`config.mk`:
```
export PLATFORM = sky130hd
export DESIGN_NAME = rgmii_tx_clk_sequencer
export DESIGN_NICKNAME = d
export VERILOG_FILES = /design/src/rtl/rgmii_tx_clk_sequencer.sv
export SDC_FILE = /design/constraint.sdc
export NUM_CORES = 1
export LEC_CHECK = 0
export CORE_MARGIN = 4
export CORE_UTILIZATION = 40
export CTS_CLUSTER_DIAMETER = 100
export DETAILED_ROUTE_END_ITERATION = 12
export GPL_TIMING_DRIVEN = 0
export HOLD_SLACK_MARGIN = 0.15
export PLACE_DENSITY = 0.76
export SETUP_SLACK_MARGIN = 0.4
export SYNTH_ARGS = -nofsm -noshare
export SYNTH_HDL_FRONTEND = slang
export SYNTH_SLANG_ARGS = --single-unit
```
`constraint.sdc`:
```
create_clock -name clk_i -period 2.25 [get_ports clk_i]
set_input_delay 0.45 -clock clk_i [delete_from_list [all_inputs] [get_ports clk_i]]
set_output_delay 0.45 -clock clk_i [all_outputs]
set_load 0.02 [all_outputs]
```
`src/rtl/rgmii_tx_clk_sequencer.sv`:
```
// Forwarded-clock pattern sequencer for the RGMII transmit side.
// Emits 2-bit clock pairs for 125/25/2.5 MHz; starts, stops and changes speed only on period boundaries.
module rgmii_tx_clk_sequencer #(
    parameter logic [1:0] DEFAULT_SPEED = 2'b10
) (
    input  logic       clk_i,
    input  logic       reset_i,
    input  logic       enable_i,
    input  logic [1:0] speed_i,
    input  logic       ready_i,
    output logic [1:0] clk_setting_o,
    output logic [1:0] speed_o,
    output logic       running_o,
    output logic       rise_o
);

    localparam int unsigned POS_W   = 6;
    localparam int unsigned SPD_W   = 2;
    localparam int unsigned BIT_W   = POS_W + 1;

    localparam logic [SPD_W-1:0] SPD_10M  = 2'b00;
    localparam logic [SPD_W-1:0] SPD_100M = 2'b01;
    localparam logic [SPD_W-1:0] SPD_RSVD = 2'b11;

    typedef enum logic {
        ST_IDLE = 1'b0,
        ST_RUN  = 1'b1
    } state_e;

    state_e             state_q, state_d;
    logic [POS_W-1:0]   pos_q,   pos_d;
    logic [SPD_W-1:0]   speed_q, speed_d;

    logic [POS_W-1:0]   period;
    logic               at_boundary;
    logic               speed_change;
    logic [BIT_W-1:0]   bit_idx0;
    logic [BIT_W-1:0]   bit_idx1;
    logic [1:0]         pattern;

    // Period in pairs; numerically equal to the half-period in cycles.
    always_comb begin
        period = POS_W'(1);
        case (speed_q)
            SPD_10M:  period = POS_W'(50);
            SPD_100M: period = POS_W'(5);
            default:  period = POS_W'(1);
        endcase
    end

    // Clock is high for the first H bits of the 2H-bit period.
    always_comb begin
        bit_idx0 = {pos_q, 1'b0};
        bit_idx1 = {pos_q, 1'b1};
        pattern  = {(bit_idx1 < BIT_W'(period)), (bit_idx0 < BIT_W'(period))};
    end

    assign at_boundary  = (pos_q == (period - POS_W'(1)));
    assign speed_change = (speed_i != SPD_RSVD) && (speed_i != speed_q);

    always_ff @(posedge clk_i) begin
        if (reset_i) begin
            state_q <= ST_IDLE;
            pos_q   <= '0;
            speed_q <= DEFAULT_SPEED;
        end else begin
            state_q <= state_d;
            pos_q   <= pos_d;
            speed_q <= speed_d;
        end
    end

    always_comb begin
        state_d = state_q;
        pos_d   = pos_q;
        speed_d = speed_q;
        case (state_q)
            ST_IDLE: begin
                if (speed_change) begin
                    speed_d = speed_i;
                end
                if (enable_i && ready_i) begin
                    state_d = ST_RUN;
                    pos_d   = '0;
                end
            end
            ST_RUN: begin
                if (ready_i) begin
                    if (at_boundary) begin
                        pos_d = '0;
                        if (!enable_i) begin
                            state_d = ST_IDLE;
                        end
                        if (speed_change) begin
                            speed_d = speed_i;
                        end
                    end else begin
                        pos_d = pos_q + POS_W'(1);
                    end
                end
            end
            default: begin
                state_d = ST_IDLE;
                pos_d   = '0;
            end
        endcase
    end

    // Output is forced low while in reset so a mid-period reset cuts the clock at once.
    always_comb begin
        clk_setting_o = 2'b00;
        if (!reset_i && (state_q == ST_RUN)) begin
            clk_setting_o = pattern;
        end
    end

    assign speed_o   = speed_q;
    assign running_o = (state_q == ST_RUN);
    assign rise_o    = (state_q == ST_RUN) && ready_i && (pos_q == '0);

endmodule

```
# Yosys cells after proc, flatten, opt, wreduce, memory -nomap -nowiden

Index checks and enable logic that the tools add are counted.

Output and inout bits: 6
Input bits: 6
Word-level logic and storage cells: 40
Bits in registers: 9

$lt $le $gt $ge: 2
Multiplexer cells: 15
Eq/ne operators: 7
Add/sub/neg operators: 2
Bitwise operators: 1
Reductions and logical operators: 10

Operators with widths:

| cell                | number |
|---|---|
| $pmux 6 s2          | 2 |
| $mux 6              | 3 |
| $lt 7x6->1          | 2 |
| $mux 2              | 4 |
| $add 6x1->6 const B | 1 |
| $eq 6x6->1          | 1 |
| $logic_not 6->1     | 1 |
| $ne 2x2->1 const B  | 3 |
| $sub 6x1->6 const B | 1 |
| $logic_and 1x1->1   | 5 |
| $mux 1              | 4 |
| $pmux 2 s2          | 1 |
| $reduce_and 2->1    | 2 |
| $eq 2x1->1 const B  | 1 |
| $logic_not 2->1     | 1 |
| $ne 2x1->1 const B  | 1 |
| $ne 2x2->1          | 1 |
| $pmux 1 s2          | 1 |
| $logic_not 1->1     | 1 |
| $not 1->1           | 1 |

# Logic depth before layout (Yosys ltp)

Gate-level depths: netlist of run 1.

Word-level depth: 7
Depth in mapped cells: 8
Gate-level depth less buffers: 8

# Worst setup path before layout of run 1

OpenSTA, ideal clock, no wires.

Kind: reg-to-reg
Start point: reg speed_q[0] (netlist: speed_o[0])
End point: reg speed_q[1] (netlist: speed_o[1])
Data required time: 2.130 ns
Buffers on the path: 0
Clock period less this slack: 2.099 ns
Data arrival time: 1.979 ns
Stages on the path, launching flop included: 9
Setup slack: 0.151 ns
Library setup time: 0.120 ns
Path through: dfxtp_1 > nor2_1 > inv_1 > ha_1 > nor2b_1 > and4bb_2 > o31a_1 > nor2b_1 > o31a_1

Longest elaborated chain between the ends: 6
Elaborated cells on any way between the ends: 13
Classes of those cells: add/sub: 1; eq/ne: 4; mux: 5; reduce/logical: 3

RTL lines:

| item                                                            | RTL line | source |
|---|---|---|
| start, declared                                                 | 32       | `logic [SPD_W-1:0] speed_q, speed_d;` |
| start signal, assigned                                          | 69       | `speed_q <= speed_d;` |
| $eq 2x1->1, or another cell as far along                        | 44       | `case (speed_q)` |
| $pmux 6 s2 or $logic_and 1x1->1 (tied branches)                 | 44, 59   |  |
| $sub 6x1->6 or $mux 2 (tied branches)                           | n/a      |  |
| $eq 6x6->1 or $mux 2 (tied branches)                            | n/a      |  |
| $ne 2x1->1 (no source line) or $mux 2 (tied branches)           | n/a      |  |
| $reduce_and 2->1 (no source line) or $pmux 2 s2 (tied branches) | n/a      |  |

Parallel ways exist; a longest one is shown, timed or not. The select of a mux whose other input is x is not followed.
A chain may end at the register's enable or synchronous reset.

# Worst setup path after layout of run 1

Start point: reg speed_q[0] (netlist: speed_o[0])
End point: out clk_setting_o[1]

Longest elaborated chain between the ends: 4
Elaborated cells on any way between the ends: 5
Classes of those cells: order compare: 1; eq/ne: 1; mux: 2; reduce/logical: 1

RTL lines:

| item                                          | RTL line | source |
|---|---|---|
| $eq 2x1->1 or $logic_not 2->1 (tied branches) | 44       |  |
| $pmux 6 s2 (*)                                | 44       |  |
| $lt 7x6->1 (*)                                | 55       | `pattern = {(bit_idx1 < BIT_W'(period)), (bit_idx0 < BIT_W'(period))};` |
| $mux 2 (*)                                    | 112      | `if (!reset_i && (state_q == ST_RUN)) begin` |
| end, declared                                 | 11       | `output logic [1:0] clk_setting_o,` |

Every way passes the cells marked *; elsewhere a longest branch is shown, timed or not.

==> metrics, run 1 <==
status finished, final reports clean; Vias 713; crit-path cells nor2_4 > inv_2 > ha_4 > a2111o_1 > nor2_4 > buf_6; core area 0.00152 sq mm; root buffer cell clkbuf_4; cell area after synthesis 658 sq um; worst slew pin tran 0.504 ns; Clk network pwr share 29.6%; most frequent cells in the layout 9 x nand2_1, 7 x nor2_1, 7 x clkdlybuf4s50_1, 6 x buf_4, 6 x nand4_1; Slew Viols, Final 0; first-pass GRT wire length 3150 um; largest family of logic cells by synthesized area simple AND/OR/NAND/NOR gates; PortBufs 11; MaxCap Viol Count 0; period utilisation layout 95.8%; dpl cell area 836 sq um; syn_nets 99; Flop pwr share 37.2%; fraction of synthesized area in multiplexers 0%; Mean Syn Cell Area 7.65 sq um; P_sw 157 uW; sw frac 33.6%; CTS clk-pin slew, worst paths 0.07 ns; routing usage on met1 20.2%; CP dominant cell by count nor2_4; Num CTS Buffers 3; Mapped Cells 86; commonest non-fill, non-tap cell in the layout nand2_1; routed wire length 1900 um; vias in the first global route 680; RSZ-0062 raised after global routing yes; share of cells above drive strength 1 30.8%; Peak VDD IR 0.000325 V; GRT Overall Usage 16.5%; post-synthesis register bit count 9; Final Skew 0.00147 ns; critical path class reg2out; Pint 311 uW; WHS 0.520 ns; Worst R2R Setup Slack 0.24 ns; Comb pwr share 33.2%; Critical-path top delay cell a2111o_1; final net count 121; CTS hold repair buffers 0; Warnings, synthesis 0; die area 0.00236 sq mm; cell area after layout 961 sq um; H-tree levels 1; met3 Use GR 2.76%; Starting DRT DRC Count 16; library cells used by synthesis 27; total power 469 uW; Die X 48.6 um; post-route ant nets 0; PwrDens 488 mW/mm^2; CTS tree yes; Starting Density 43.2%; # IOs 12; Worst EP arrival 1.71 ns; sequential fraction of the synthesis area 27.4%; post-synthesis simple-gate area fraction 35.4%; final hold vios 0; Critical Path Max Stage Delay 0.44 ns; clock net sink count 9; relative slew slack 66.4%; chip height 48.6 um; Overflow after GRT 0; Worst EP required 1.80 ns; area growth from synthesis to layout 46.0%; Post-Synth Adder-Cell Area 13.3%; drt wl/cell 15.5 um; layer with the highest usage met2; HPWL after DPL 1240 um; Max Clk Rate 464 MHz; CP Max Fanout 3; number of vias per cell 5.80; xor-xnor portion of the synthesized cell area 0%; # DRC 0; antenna fix cells 0; Hold Crit Class in2reg; Post-Layout Cell Count 123; Pre-Repair DR Iteration Count 4; Max Buffers Root-to-Sink 2; Post-Place Cells 113; initial antenna violation count 0; leakage 0.000388 uW; startpoint types flop; Setup Viol. Count Final 0; M2 GR Usage 28.3%; minimum clock period 2.16 ns; placer congestion estimate 0.830; largest net degree at the start of global routing 11; crit end category output pin; clk_lat worst skew 0.28 ns; Core Rows 14; compound-cell area share of the yosys netlist 19.4%
[worst paths after layout]
path / from / cells after the start / endpoint
max: speed_o[0] / 6 / clk_setting_o[1]
min: ready_i / 3 / running_o
max reg2reg: speed_o[0] / 9 / speed_o[1]
min reg2reg: speed_o[1] / 1 / speed_o[1]
[stage by stage]
step	TNS (ns)	worst slack, ns	util, %
after CTS	0	0.0835	62.0
after global routing	0	0.0358	63.1
after floorplan	0	0.390	-
final	0	0.0937	63.1
after global placement	-0.690	-0.407	54.8
after detailed placement	-0.703	-0.401	54.8
[power groups by stage]
stage / Combinational, uW / Sequential, uW / Clock, uW
after floorplan: 75.4 / 183 / 0
after global routing: 169 / 175 / 151
after CTS: 149 / 174 / 139
after detailed placement: 123 / 179 / 0
after global placement: 119 / 179 / 0
final: 156 / 174 / 139
[worst max-delay path, delay by kind of cell, from the launching register on]
kind            cells  cell delay (ns)
compound gates      1             0.44
simple gates        2             0.24
flops               1             0.35
fa+ha+maj           1             0.21
buf+inv             2             0.18
[kinds of logic (layout without fill, tap and decap cells)]
logic type / Yosys count / after routing
and+or+nand+nor: 43 / 43
AOI/OAI and AO/OA: 19 / 19
buffers and inverters: 8 / 29
DFF: 9 / 9
adders and majority gates: 7 / 7
[what timing repair did]
item,CTS,global route
buffers inserted,5,1
pin swaps,7,10
resized for setup,30,9
endpoints found under the setup margin,7,11
[state kept, by name, summed over array words and instances, names as in the netlist]
name       count
speed_o        2
pos_q          6
running_o      1
[Yosys cell counts (all sizes together)]
library cell	n	area, sq um
nor2	10	37.5
dfxtp	9	180
nand2	9	33.8
a21oi	8	40.0
ha	7	87.6
inv	6	22.5
nand4	6	37.5
nand2b	4	25.0
nand3	3	15.0
nor2b	3	18.8
a31oi	2	12.5
and4bb	2	25.0
clkbuf	2	7.51
nor3b	2	15.0
o21ai	2	10.0
o31a	2	17.5
a2111o	1	11.3
a21o	1	7.51
and3	1	6.26
nand3b	1	7.51
nor3	1	5.00
nor4	1	6.26
o211a	1	10.0
o211ai	1	7.51
o21bai	1	11.3
[cell type report]
| type | count | area [sq um] |
|---|---|---|
| Fill cell | 127 | 563 |
| Multi-Input combinational cell | 69 | 533 |
| Sequential cell | 9 | 190 |
| Timing Repair Buffer | 17 | 158 |
| Clock buffer | 4 | 26.3 |
| Inverter | 6 | 22.5 |
| Tap cell | 16 | 20.0 |
| Buffer | 2 | 11.3 |
[per-layer routing]
layer / up-vias / routed length, um
li1: 355 / -
met1: 339 / 843
met2: 16 / 964
met3: 3 / 63
met4: 0 / 32
met5: - / 0
No activity file was read; power rests on OpenSTA's default activity.
==> run 2, diff against run 1 <==
SLEW_MARGIN = 40   (was unset)
clock period = 2.6 ns   (was 2.25 ns; I/O delays follow)
==> metrics, run 2 (synthesized netlist as in run 1, its figures left out) <==
status finished, final reports clean; Max Clk Rate 458 MHz; largest net degree at the start of global routing 11; number of fill cells 160; final hold vios 0; Die X 48.6 um; startpoint types flop; drt wl/cell 14.1 um; placer congestion estimate 0.830; Clk network pwr share 31.2%; PwrDens 440 mW/mm^2; Critical Path Max Stage Delay 0.38 ns; dpl cell area 788 sq um; Slew Viols, Final 0; crit path buf inv count 2; CTS tree yes; first-pass GRT wire length 2800 um; root buffer cell clkbuf_4; Core Rows 14; utilization after layout 55.2%; initial antenna violation count 0; crit-path cells nor2_4 > inv_2 > ha_4 > a2111o_1 > nor2_1 > buf_4; Vias 689; post-route ant nets 0; Comb pwr share 27.8%; Peak VDD IR 0.000228 V; critical path class reg2out; CTS clk-pin slew, worst paths 0.06 ns; H-tree levels 1; Critical-path top delay cell a2111o_1; antenna fix cells 0; Pint 251 uW; Pre-Repair DR Iteration Count 4; final net count 116; max reg flops 6; pre-CTS WS -0.204 ns; GRT Overall Usage 14.4%; # DRC 0; Setup WS post-layout 0.419 ns; CP top delay family compound AO/OA/AOI/OAI gates; PortBufs 11; Worst EP arrival 1.66 ns; HPWL after DPL 1170 um; total power 370 uW; most frequent cells in the layout 9 x nor2_1, 9 x nand2_1, 8 x a21oi_1, 7 x clkdlybuf4s50_1; Max Buffers Root-to-Sink 2; Worst EP required 2.08 ns; Post-Layout Cell Count 118; minimum clock period 2.18 ns; crit end category output pin; Starting Density 43.2%; core area 0.00152 sq mm; Setup Viol. Count Final 0; die area 0.00236 sq mm; leakage 0.000339 uW; area growth from synthesis to layout 27.8%; Overflow after GRT 0; Hold Crit Class reg2reg; sw frac 32.3%; CP Max Fanout 6; vias in the first global route 664; Flop pwr share 41.0%; MaxCap Viol Count 0; Post-Place Cells 113; CTS hold repair buffers 0; share of cells above drive strength 1 16.7%; number of vias per cell 5.84; clock net sink count 9; clk_lat worst skew 0.27 ns; Worst R2R Setup Slack 0.64 ns; Largest Register pos_q; RSZ-0062 raised after global routing yes; Num CTS Buffers 3; worst slew pin tran 0.492 ns; # IOs 12; Starting DRT DRC Count 17; P_sw 120 uW; routed wire length 1660 um; cell area after layout 841 sq um; period utilisation layout 83.9%; relative slew slack 67.0%; chip height 48.6 um; Final Skew 0.00723 ns
run 2: changes by cell type in the layout (fill, tap and decap cells not counted), moves of 2 or more:
cell     before  now
buf_4         6    3
a21oi_2       3    0
nor2b_1       0    2
nor2_4        3    1
a21oi_1       5    8
nor2b_4       3    0
buf_6         4    0
nor2_1        7    9
run 2: routing by layer:
metal | vias up | track usage [%] | wire (um)
li1 | 343 | - | -
met1 | 331 | 17.5 | 772
met2 | 11 | 24.1 | 796
met3 | 4 | 3.37 | 65
met4 | 0 | 5.83 | 27
met5 | - | 0 | 0
run 2: power by group through the flow:
stage | logic, uW | clock network, uW | registers [uW]
after global placement | 93.4 | 0 | 152
after detailed placement | 96.0 | 0 | 153
after floorplan | 56.4 | 0 | 156
after global routing | 112 | 122 | 153
final | 103 | 115 | 152
after CTS | 100 | 113 | 151
run 2: worst min-delay path, delay by kind of cell (launching register included):
kind / cells / cell delay (ns)
flops: 1 / 0.35
simple gates: 1 / 0.06
compound gates: 1 / 0.05
run 2: final cells by class:
type                       count  area, sq um  area share (%)
timing repair buffer          12          106            12.6
buffer                         2         8.76            1.04
clock buffer                   4         26.3            3.13
multi-input combinational     69          470            56.0
tap                           16         20.0            2.38
sequential                     9          186            22.2
inverter                       6         22.5            2.68
run 2: final timing paths:
check             cells after the start       start               end
hold / removal                        2    pos_q[0]          pos_q[0]
setup reg to reg                      8  speed_o[1]        speed_o[1]
hold reg to reg                       2    pos_q[0]          pos_q[0]
setup / recovery                      6  speed_o[1]  clk_setting_o[1]
run 2: what timing repair did:
item	in CTS	in global routing
buffers inserted	1	0
gates resized for setup	23	3
pin swaps	1	1
endpoints found under the setup margin	3	2
run 2: through the flow:
stage | hold WS, ns | setup TNS [ns]
final | 0.506 | 0
after global routing | 0.555 | 0
after CTS | 0.549 | 0
after detailed placement | 0.541 | -0.204
after global placement | 0.526 | -0.209
after floorplan | 0.486 | 0
